File: config.mk
export PLATFORM = sky130hd
export DESIGN_NAME = minmax_tracker
export DESIGN_NICKNAME = d
export VERILOG_FILES = /design/src/rtl/minmax_pkg.sv /design/src/rtl/minmax_cmp.sv /design/src/rtl/minmax_tracker.sv
export SDC_FILE = /design/constraint.sdc
export NUM_CORES = 1
export LEC_CHECK = 0
export BUFFER_PORTS_ARGS = -buffer_cell sky130_fd_sc_hd__buf_2
export CORE_MARGIN = 3
export CORE_UTILIZATION = 60
export DETAILED_ROUTE_END_ITERATION = 7
export PLACE_DENSITY_LB_ADDON = 0.08
export REMOVE_ABC_BUFFERS = 1
export SYNTH_ARGS = -nofsm -noshare
export SYNTH_HDL_FRONTEND = slang
export SYNTH_HIERARCHICAL = 1
export SYNTH_SLANG_ARGS = --single-unit
File: constraint.sdc
create_clock -name clk -period 2.9 [get_ports clk]
set_input_delay 0.87 -clock clk [delete_from_list [all_inputs] [get_ports clk]]
set_output_delay 0.87 -clock clk [all_outputs]
set_load 0.005 [all_outputs]
File: src/rtl/minmax_pkg.sv
// Shared types and defaults for the min/max frame tracker.
//   state_e   : frame FSM states (IDLE, FIRST, RUN, DONE)
//   DEF_N     : default sample width in bits
//   DEF_LEN   : default samples per frame
package minmax_pkg;

  localparam int unsigned DEF_N   = 8;
  localparam int unsigned DEF_LEN = 16;

  typedef enum logic [1:0] {
    IDLE  = 2'd0,
    FIRST = 2'd1,
    RUN   = 2'd2,
    DONE  = 2'd3
  } state_e;

endpackage : minmax_pkg

File: src/rtl/minmax_cmp.sv
// Combinational magnitude comparison of one sample against the running
// maximum and minimum.
//   sample_i  : incoming sample
//   cur_max_i : running maximum register
//   cur_min_i : running minimum register
//   gt_o      : sample strictly greater than cur_max_i (combinational)
//   lt_o      : sample strictly less than cur_min_i (combinational)
// Build option: define MINMAX_SIGNED_EN for two's-complement comparison;
// otherwise the comparison is unsigned.
module minmax_cmp #(
  parameter int unsigned N = 8
) (
  input  logic [N-1:0] sample_i,
  input  logic [N-1:0] cur_max_i,
  input  logic [N-1:0] cur_min_i,
  output logic         gt_o,
  output logic         lt_o
);

  // Strict comparisons: equal values never report, so ties keep the earliest index.
  always_comb begin
`ifdef MINMAX_SIGNED_EN
    gt_o = $signed(sample_i) > $signed(cur_max_i);
    lt_o = $signed(sample_i) < $signed(cur_min_i);
`else
    gt_o = sample_i > cur_max_i;
    lt_o = sample_i < cur_min_i;
`endif
  end

endmodule : minmax_cmp

File: src/rtl/minmax_tracker.sv
// Streaming frame statistics: accepts LEN samples over valid/ready and
// reports the frame maximum/minimum and the index of their first occurrence.
//   clk, rst_n          : clock, asynchronous active-low reset
//   start               : begin a frame (registered, acted on only in IDLE)
//   in_valid/in_ready   : sample handshake, in_data is the sample
//   out_valid/out_ready : result handshake, results held until taken
//   max_out/min_out     : result registers (visible at all times)
//   max_idx/min_idx     : first-occurrence indices of max/min
//   busy                : high whenever the FSM is not IDLE
// Build option: MINMAX_SIGNED_EN selects signed comparison (see minmax_cmp).
module minmax_tracker
  import minmax_pkg::*;
#(
  parameter  int unsigned N   = DEF_N,
  parameter  int unsigned LEN = DEF_LEN,
  localparam int unsigned IW  = $clog2(LEN)
) (
  input  logic          clk,
  input  logic          rst_n,
  input  logic          start,
  input  logic          in_valid,
  output logic          in_ready,
  input  logic [N-1:0]  in_data,
  output logic          out_valid,
  input  logic          out_ready,
  output logic [N-1:0]  max_out,
  output logic [N-1:0]  min_out,
  output logic [IW-1:0] max_idx,
  output logic [IW-1:0] min_idx,
  output logic          busy
);

  localparam logic [IW-1:0] LAST_IDX = IW'(LEN - 1);

  state_e        state_q, state_d;
  logic          start_q;
  logic [IW-1:0] cnt_q, cnt_d;
  logic [N-1:0]  max_q, max_d;
  logic [N-1:0]  min_q, min_d;
  logic [IW-1:0] max_idx_q, max_idx_d;
  logic [IW-1:0] min_idx_q, min_idx_d;
  logic          in_ready_q, out_valid_q, busy_q;

  logic accept;
  logic gt, lt;

  assign accept = in_valid & in_ready_q;

  minmax_cmp #(.N(N)) u_cmp (
    .sample_i  (in_data),
    .cur_max_i (max_q),
    .cur_min_i (min_q),
    .gt_o      (gt),
    .lt_o      (lt)
  );

  // Start is only captured while IDLE, so a pulse during DONE (including the
  // handshake cycle) is dropped and must be reasserted in IDLE.
  always_ff @(posedge clk or negedge rst_n) begin
    if (!rst_n) begin
      start_q <= 1'b0;
    end else begin
      start_q <= start & (state_q == IDLE);
    end
  end

  // Next-state and datapath update.
  always_comb begin
    state_d   = state_q;
    cnt_d     = cnt_q;
    max_d     = max_q;
    min_d     = min_q;
    max_idx_d = max_idx_q;
    min_idx_d = min_idx_q;
    case (state_q)
      IDLE: begin
        if (start_q) begin
          state_d = FIRST;
        end
      end
      FIRST: begin
        if (accept) begin
          max_d     = in_data;
          min_d     = in_data;
          max_idx_d = '0;
          min_idx_d = '0;
          cnt_d     = IW'(1);
          state_d   = RUN;
        end
      end
      RUN: begin
        if (accept) begin
          if (gt) begin
            max_d     = in_data;
            max_idx_d = cnt_q;
          end
          if (lt) begin
            min_d     = in_data;
            min_idx_d = cnt_q;
          end
          if (cnt_q == LAST_IDX) begin
            cnt_d   = '0;
            state_d = DONE;
          end else begin
            cnt_d = cnt_q + IW'(1);
          end
        end
      end
      DONE: begin
        if (out_valid_q && out_ready) begin
          state_d = IDLE;
        end
      end
      default: state_d = IDLE;
    endcase
  end

  // State, datapath and handshake registers; handshake flags follow state_d
  // so they always match the state they belong to.
  always_ff @(posedge clk or negedge rst_n) begin
    if (!rst_n) begin
      state_q     <= IDLE;
      cnt_q       <= '0;
      max_q       <= '0;
      min_q       <= '0;
      max_idx_q   <= '0;
      min_idx_q   <= '0;
      in_ready_q  <= 1'b0;
      out_valid_q <= 1'b0;
      busy_q      <= 1'b0;
    end else begin
      state_q     <= state_d;
      cnt_q       <= cnt_d;
      max_q       <= max_d;
      min_q       <= min_d;
      max_idx_q   <= max_idx_d;
      min_idx_q   <= min_idx_d;
      in_ready_q  <= (state_d == FIRST) || (state_d == RUN);
      out_valid_q <= (state_d == DONE);
      busy_q      <= (state_d != IDLE);
    end
  end

  assign in_ready  = in_ready_q;
  assign out_valid = out_valid_q;
  assign busy      = busy_q;
  assign max_out   = max_q;
  assign min_out   = min_q;
  assign max_idx   = max_idx_q;
  assign min_idx   = min_idx_q;

endmodule : minmax_tracker

# Word-level counts from Yosys, hierarchy flattened
# Index checks and enable logic that the tools add are counted.
[totals]
ff_bits = 34
input_bits = 13
output_inout_bits = 27
word_cells = 58
[classes]
add_sub_neg = 1
n_lt_le_gt_ge = 2
eq_ne = 11
mux = 24
n_bitwise = 2
reduce_logical = 8
[op_table]
columns = ["op", "n"]
rows = [
  ["$mux 8", 5],
  ["$mux 4", 8],
  ["$pmux 8 s2", 2],
  ["$pmux 4 s2", 3],
  ["$mux 2", 5],
  ["$eq 2x2->1 const B", 4],
  ["$gt 8x8->1", 1],
  ["$lt 8x8->1", 1],
  ["$ne 2x2->1 const B", 4],
  ["$pmux 2 s4", 1],
  ["$reduce_and 4->1", 2],
  ["$add 4x1->4 const B", 1],
  ["$eq 2x1->1 const B", 2],
  ["$eq 4x4->1 const B", 1],
  ["$reduce_bool 2->1", 2],
  ["$reduce_and 3->1", 1],
  ["$and 1x1->1", 2],
  ["$logic_not 2->1", 1],
  ["$logic_and 1x1->1", 1],
  ["$logic_or 1x1->1", 1],
]

# Logic depth before layout (Yosys ltp)
# Gate-level depths: netlist (run 1).
[depth]
depth_word = 6
mapped_depth = 10
ltp_nobuf = 9

# Hierarchy
# Netlist (run 1), hierarchy kept.
[modules_own_cells]
columns = ["module", "n_inst", "cells_each", "area_each_um2", "seq_area_each_um2"]
rows = [
  ["minmax_tracker", 1, 190, 1884.3, 850.8],
  ["minmax_cmp", 1, 49, 375.4, 0.0],
]

# Worst setup path after synthesis (run 1)
# Ideal clock, no wire load.
[synth_timing]
path_type = "input to register"
from = "input in_data[6]"
to = "register min_q[0] (netlist: min_out[0])"
setup_ns = 0.077
arrival_time_ns = 2.319
required_ns = 2.823
slack_ns = 0.504
cell_stages = 8
n_path_buf = 1
path_cell_list = "ha_1 a21o_1 a21o_1 a41oi_1 and3b_1 buf_2 o22ai_1 a21oi_1"
[synth_via]
elab_chain_len = 3
[synth_lines]
columns = ["element", "line_no", "source"]
rows = [
  ["start, declared", "minmax_tracker.sv:23", "input logic [N-1:0] in_data,"],
  ["$lt 8x8->1", "minmax_cmp.sv:27", "lt_o = sample_i < cur_min_i;"],
  ["net lt", "minmax_tracker.sv:45", "logic gt, lt;"],
  ["$ne 2x2->1 (no source line)", "--", ""],
  ["$reduce_and 4->1 (no source line)", "--", ""],
  ["end signal, assigned", "minmax_tracker.sv:135", "min_q <= min_d;"],
  ["end, declared", "minmax_tracker.sv:39", "logic [N-1:0] min_q, min_d;"],
]
# The timed path passes the listed nets, and every way through them passes these cells.
# A chain may end at the register's enable or synchronous reset.

# Final worst setup path (run 1)
[layout_timing]
from = "input in_data[1]"
to = "register max_q[0] (netlist: max_out[0])"
[layout_via]
elab_chain_len = 3
[layout_lines]
columns = ["element", "line_no", "source"]
rows = [
  ["$gt 8x8->1", "minmax_cmp.sv:26", "gt_o = sample_i > cur_max_i;"],
  ["net gt", "minmax_tracker.sv:45", ""],
  ["$ne 2x2->1 (no source line)", "--", ""],
  ["$reduce_and 4->1 (no source line)", "--", ""],
  ["end signal, assigned", "minmax_tracker.sv:134", "max_q <= max_d;"],
  ["end, declared", "minmax_tracker.sv:38", "logic [N-1:0] max_q, max_d;"],
]
# The timed path passes the listed nets, and every way through them passes these cells.

==> summary.md, run 1 <==
| Metric | Value |
|---|---|
| Maximum clock rate | `between 400 and 500 MHz` |
| GRT Overall Usage | `0.243` |
| Clk slew on worst S/H paths | `around 70 ps` |
| Post-synth top flop | `dfrtp_1` |
| CTS H-tree lvls | `2` |
| Layout Skew | `about 9 ps` |
| MaxCap Viol Count | `0` |
| Clock power frac | `0.117` |
| Post-synth cell types | `41` |
| Top-count cell post-synth | `dfrtp_1` |
| Diode count | `0` |
| Number of synthesized flops with an enable pin | `0` |
| CTS buffer count | `5` |
| Vias in the first global route | `1801` |
| Post-synthesis sequential area ratio | `0.377` |
| Die X | `roughly 67 um` |
| Leak | `about 1.2 nW` |
| CTS tree | `built` |
| Critical Path RT | `3120 ps` |
| Worst R2R End | `max_out[0]$_DFFE_PN0P_` |
| Top cells by area, synth | `dfrtp_1 (38%), ha_1 (10%), o22ai_2 (5.5%)` |
| FF-to-FF path depth | `9` |
| Gate Count Post-Synth | `approximately 240` |
| DR iter-0 viols | `158` |
| Synth warn | `6` |
| Slew Limit Headroom | `0.490` |
| Via count | `1904` |
| Sw power | `roughly 1.3 mW` |
| Crit path launch | `in_data[1]` |
| Mapped Avg Cell Area | `approximately 9.5 um2` |
| Global-route wire length before repair | `approximately 8.3 mm` |
| Worst EP arrival | `2680 ps` |
| Run status | `complete, no violations` |
| Clk buf depth | `2` |
| Minimum clock period | `~2500 ps` |
| Routed Antenna Nets | `0` |
| Worst Setup End Kind | `flip-flop` |
| Fin crit share | `0.849` |
| IO buf count | `39` |
| Internal power | `about 1.6 mW` |
| Fin. max-slew vios | `0` |
| Post-synth ARST share | `1.00` |
| Core Region | `3470 um2` |
| Combinational group share of total power | `0.532` |
| Die height | `a little under 70 um` |
| Crit start category | `input pin` |
| Net Sw Frac | `0.450` |
| RSZ-0062 raised after global routing | `no` |
| Min-delay worst type | `reg2reg` |
| Worst hold slack | `between 500 and 600 ps` |
| Share of the synthesized area in the top cell type | `0.377` |
| GR Overflow Total | `0` |
| Final RePlAce weighted congestion | `about 0.85` |
| Routed WL per cell | `roughly 15 um` |
| Worst Tran Pin Value | `~760 ps` |
| Worst r2r src | `max_out[1]$_DFFE_PN0P_` |
| Area delta synth->final | `11.6%` |
| Die ar. | `approximately 4500 um2` |
| DR pass1 iterations | `4` |
| Setup bufs post-CTS | `0` |
| Synth cell count leaders | `dfrtp_1 (34), inv_1 (26), ha_1 (18), nand3_1 (18)` |
| Synthesized cell area | `between 2000 and 2500 um2` |
| Cell type with the largest total area after synthesis | `dfrtp_1` |
| Initial Util | `0.652` |
| Post-cts sizing count | `0` |
| R2R setup slack | `approximately 730 ps` |
| Num rows | `21` |
| Residual DRC | `0` |
| Largest net degree at the start of global routing | `35` |
| Sequential share of power | `0.351` |
| CTS Hold Buffers Added | `0` |
| Hold violation total from the final report | `0` |
| Setup TNS | `0 ps` |
| Worst Setup EP | `max_out[0]$_DFFE_PN0P_` |
| Initial antenna violation count | `0` |
| Setup CP Type | `in2reg` |
| # setup viols final | `0` |
| Sink Count | `34` |
| Register bit total from synthesis | `34` |
| Clock Latency Late Sink | `slightly below 300 ps` |
| Vias per cell | `about 5.9` |
| Nets@finish | `306` |
| Power Total | `between 2 and 3 mW` |
| Root Driver | `clkbuf_8` |
| Worst VDD drop | `about 0.65 mV` |
| Dpl hpwl | `3.44 mm` |
| PD cells | `1120 nW/um2` |
| Worst Path Max Fanout | `8` |
| DRT Wirelength | `slightly below 5 mm` |
| Layout cell share with drive strength beyond 1 | `0.265` |
| Total I/O pin count | `40` |
==> power groups by stage <==
stage	logic, mW	registers [mW]	clock network (mW)
detailed placement	1.51	0.994	0
global route	1.71	1.05	0.354
floorplan	1.04	0.957	0
global placement	1.47	0.982	0
CTS	1.51	0.990	0.336
finish	1.51	0.994	0.331
==> per-layer routing <==
metal,vias to the layer above,part of all wire,global-route usage
met5,-,0,0
met4,0,0.013,0.0785
met3,6,0.061,0.0582
met2,67,0.49,0.415
met1,896,0.44,0.301
li1,935,-,-
==> registers in the layout, summed over array words and instances (netlist names) <==
register,count
max_idx,4
state_q,2
max_out,8
min_idx,4
start_q,1
out_valid,1
busy,1
min_out,8
in_ready,1
cnt_q,4
==> how the worst min path moves through the flow <==
stage / start / depth (start not counted) / slack [ps] / endpoint
floorplan: cnt_q[3]$_DFFE_PN0P_ / 2 / 500 / cnt_q[3]$_DFFE_PN0P_
global placement: max_idx[3]$_DFFE_PN0P_ / 2 / 530 / max_idx[3]$_DFFE_PN0P_
detailed placement: min_idx[3]$_DFFE_PN0P_ / 2 / 530 / min_idx[3]$_DFFE_PN0P_
CTS: max_idx[2]$_DFFE_PN0P_ / 2 / 540 / max_idx[2]$_DFFE_PN0P_
global route: min_idx[3]$_DFFE_PN0P_ / 2 / 570 / min_idx[3]$_DFFE_PN0P_
finish: max_idx[2]$_DFFE_PN0P_ / 2 / 540 / max_idx[2]$_DFFE_PN0P_
==> cells in the final DEF, fill, tap and decap left out, drive strengths merged, types with 2 or more instances in the layout <==
master,n
dfrtp,34
nand3,18
inv,26
nand3b,2
a21oi,27
o311ai,2
nor2,18
nand2,3
nand4,2
buf,43
a22oi,9
a32oi,2
a21o,2
and3b,3
ha,18
clkbuf,7
a22o,2
o21ai,13
and4,2
o22ai,16
and2,2
o211ai,4
nor2b,7
nand2b,5
==> logic make-up after synthesis <==
| kind of cell | synth area share |
|---|---|
| compound gates | 0.271 |
| simple gates | 0.167 |
| buf+inv | 0.0858 |
| flops | 0.377 |
| fa+ha+maj | 0.0997 |
==> critical path: stages <==
cell and delay (ps):
buf_2 130, ha_1 290, nor2b_1 140, o211ai_1 90
a21oi_1 140, o22a_1 250, and3b_1 470, o22ai_2 140
a21oi_2 160
==> per-stage QoR <==
stage | cell area, um2 | std cells | worst slack (ps) | util
global placement | 2450 | 314 | 233 | 0.705
detailed placement | 2450 | 314 | 156 | 0.705
CTS | 2520 | 321 | 461 | 0.727
floorplan | 2160 | 225 | 456 | -
global route | 2520 | 321 | 360 | 0.727
finish | 2520 | 321 | 437 | 0.727
==> cell type report <==
cell class	instances	area, um2
clock buffers	7	76.3
inverters	26	97.6
repair buffers	43	225
multi-input cells	165	1210
flip-flops and latches	34	851
fillers	279	946
well taps	46	57.6
Note: power is estimated with default switching activity, not from simulation.
==> run 2, diff against run 1 <==
- ABC_AREA: not set -> 1
- CORE_UTILIZATION: 60 -> 54
- clock period: 2.9 -> 2.37 ns (I/O delays scaled with it)
==> summary.md, run 2 <==
| Metric | Value |
|---|---|
| Commonest non-fill, non-tap cell in the layout | `nand2_1` |
| Core Region | `3440 um2 (-0.76%)` |
| Largest net degree at the start of global routing | `35 (unchanged)` |
| Post-synth ARST share | `1.00 (unchanged)` |
| Worst EP arrival | `2100 ps (-580 ps)` |
| Vias per cell | `4.96 (-16%)` |
| Routed Antenna Nets | `0 (unchanged)` |
| Cell type with the largest total area after synthesis | `dfrtp_1` |
| Num rows | `21 (unchanged)` |
| Leak | `1.33 nW (+14%)` |
| Crit path buf inv count | `2 (+1)` |
| Post-synthesis xor/xnor area fraction | `0 (unchanged)` |
| Final RePlAce weighted congestion | `0.824 (-3.0%)` |
| Dpl hpwl | `3.06 mm (-11%)` |
| DR iter-0 viols | `103 (-35%)` |
| Fin crit share | `0.809` |
| Top cells by area, synth | `dfrtp_1 (43%), nand2_1 (15%), ha_1 (11%)` |
| Setup TNS | `0 ps (unchanged)` |
| Clock Latency Late Sink | `290 ps (about the same)` |
| Min-delay worst type | `in2async` |
| Sink Count | `34 (unchanged)` |
| Clk slew on worst S/H paths | `70 ps (about the same)` |
| Die height | `66.5 um (-1.3%)` |
| CTS tree | `built` |
| Family with the most delay on the worst path | `simple AND/OR/NAND/NOR gates` |
| Synth cell count leaders | `nand2_1 (80), dfrtp_1 (34), inv_1 (31)` |
| Total I/O pin count | `40 (unchanged)` |
| Crit start category | `input pin` |
| Most frequent cells in the layout | `nand2_1 (80), buf_2 (39), dfrtp_1 (34)` |
| Critical Path RT | `2550 ps (-570 ps)` |
| Gate Count Post-Synth | `245 (+2.5%)` |
| DR pass1 iterations | `4 (unchanged)` |
| Nets@finish | `321 (+4.9%)` |
| MaxCap Viol Count | `0 (unchanged)` |
| Minimum clock period | `1920 ps` |
| Worst path slowest cell | `ha_1` |
| Slew Limit Headroom | `0.511 (+0.0204)` |
| Post-synthesis sequential area ratio | `0.431 (+0.0541)` |
| PD cells | `1230 nW/um2 (+9.3%)` |
| Via count | `1672 (-12%)` |
| Power Total | `2.82 mW (-0.41%)` |
| RSZ-0062 raised after global routing | `no` |
| Residual DRC | `0 (unchanged)` |
| Layout Skew | `5.30 ps (-3.46 ps)` |
| GRT Overall Usage | `0.202 (-0.0413)` |
| Global-route wire length before repair | `6.67 mm (-20%)` |
| IO buf count | `39 (unchanged)` |
| Share of the synthesized area in the top cell type | `0.431 (+0.0541)` |
| Synthesized cell area | `1980 um2 (-13%)` |
| Post-synth top flop | `dfrtp_1` |
| Routed WL per cell | `11.9 um (-22%)` |
| DRT Wirelength | `4.02 mm (-18%)` |
| Layout cell share with drive strength beyond 1 | `0.258 (-0.00772)` |
| Diode count | `0 (unchanged)` |
| Synth warn | `6 (unchanged)` |
| Worst Path Max Fanout | `6 (-2)` |
| Clk buf depth | `2 (unchanged)` |
| Critical Path Most Common Cell | `nand2_1` |
| Main combinational cell family by area after synthesis | `simple AND/OR/NAND/NOR gates` |
| Die ar. | `4420 um2 (-2.6%)` |
| Post-cts sizing count | `0 (unchanged)` |
| Die X | `66.5 um (-1.3%)` |
| GR Overflow Total | `0 (unchanged)` |
| Area delta synth->final | `16.3%` |
| Register bit total from synthesis | `34 (unchanged)` |
| Worst Setup End Kind | `flip-flop` |
| Critical path cell sequence | `buf_2 > ha_1 > nand2_1 > o21ai_0 > a21oi_2 > nor2_1 > nor2_4 > buf_4 > nand3_1 > nand2_1` |
| Number of synthesized flops with an enable pin | `0 (unchanged)` |
| CTS Hold Buffers Added | `0 (unchanged)` |
| Vias in the first global route | `1510 (-16%)` |
| Mapped Avg Cell Area | `8.06 um2 (-15%)` |
| Initial antenna violation count | `0 (unchanged)` |
| Post-synth cell types | `22 (-46%)` |
| Crit path depth | `10 (+1)` |
| Worst VDD drop | `0.690 mV (+5.6%)` |
| Critical path's largest stage delay | `300 ps (-170 ps)` |
| CTS H-tree lvls | `2 (unchanged)` |
| Mux cell area share after synthesis | `0 (unchanged)` |
| Initial Util | `0.574 (-0.0775)` |
| Hold violation total from the final report | `0 (unchanged)` |
| Run status | `complete, no violations` |
| Setup bufs post-CTS | `0 (unchanged)` |
| Root Driver | `clkbuf_8` |
| CTS buffer count | `5 (unchanged)` |
| Simple-gate portion of the synthesized area | `0.321 (+0.154)` |
| Setup CP Type | `in2reg` |
| Top-count cell post-synth | `nand2_1` |
| Fin. max-slew vios | `0 (unchanged)` |
| Synth Area in Compound Gates | `0.0393 (-0.232)` |
| Maximum clock rate | `521 MHz` |
| Worst Tran Pin Value | `734 ps (-30.6 ps)` |
| FF-to-FF path depth | `11 (+2)` |
| # setup viols final | `0 (unchanged)` |
| Synth Area in Adders | `0.114 (+0.0143)` |
run 2: changes by cell type after synthesis, sizes merged, moves of 3 or more:
cell | before | now
a21oi | 27 | 7
a22oi | 9 | 0
and3b | 3 | 0
buf | 13 | 5
inv | 26 | 34
nand2 | 3 | 95
nand2b | 5 | 0
nand3 | 18 | 25
nor2b | 7 | 0
o211ai | 4 | 0
o21ai | 13 | 6
o22ai | 16 | 0
run 2: layer usage:
metal / GRT usage / share of wire / vias up
li1: - / - / 857
met4: 0.0838 / 0.016 / 0
met2: 0.326 / 0.47 / 39
met5: 0 / 0 / -
met1: 0.259 / 0.45 / 768
met3: 0.0455 / 0.055 / 8
run 2: final timing paths:
path / startpoint / endpoint / slack, ps
min reg2reg: max_idx[2]$_DFFE_PN0P_ / max_idx[2]$_DFFE_PN0P_ / 470
min: rst_n / min_out[0]$_DFFE_PN0P_ / 470
max: in_data[7] / min_out[2]$_DFFE_PN0P_ / 450
max in group asynchronous: rst_n / max_out[2]$_DFFE_PN0P_ / 1420
min in group clk: max_idx[2]$_DFFE_PN0P_ / max_idx[2]$_DFFE_PN0P_ / 470
max reg2reg: max_out[7]$_DFFE_PN0P_ / max_out[6]$_DFFE_PN0P_ / 550
run 2: area by class of cell:
cell class | count | area, um2
Tap cell | 46 | 57.6
Fill cell | 299 | 1140
Timing Repair Buffer | 43 | 225
Sequential cell | 34 | 851
Clock buffer | 6 | 82.6
Clock inverter | 2 | 12.5
Inverter | 34 | 133
Multi-Input combinational cell | 172 | 937
run 2: logic make-up (layout without fill, tap and decap cells):
group / Yosys count / after routing
AOI/OAI and AO/OA: 14 / 14
adders and majority gates: 18 / 18
buffers and inverters: 39 / 85
DFF: 34 / 34
and+or+nand+nor: 140 / 140
run 2: power by group:
part | internal, mW | switching, mW
logic | 0.548 | 0.805
registers | 0.828 | 0.193
clock network | 0.233 | 0.211
total | 1.61 | 1.21
run 2: stage by stage:
step	util	cells	instance area (um2)	hold WS (ps)	setup WS, ps
6_report	0.668	337	2300	467	452
5_1_grt	0.668	337	2300	490	304
4_1_cts	0.668	337	2300	471	448
3_5_place_dp	0.640	329	2200	453	161
3_3_place_gp	0.640	329	2200	453	173
2_1_floorplan	-	240	1920	415	282
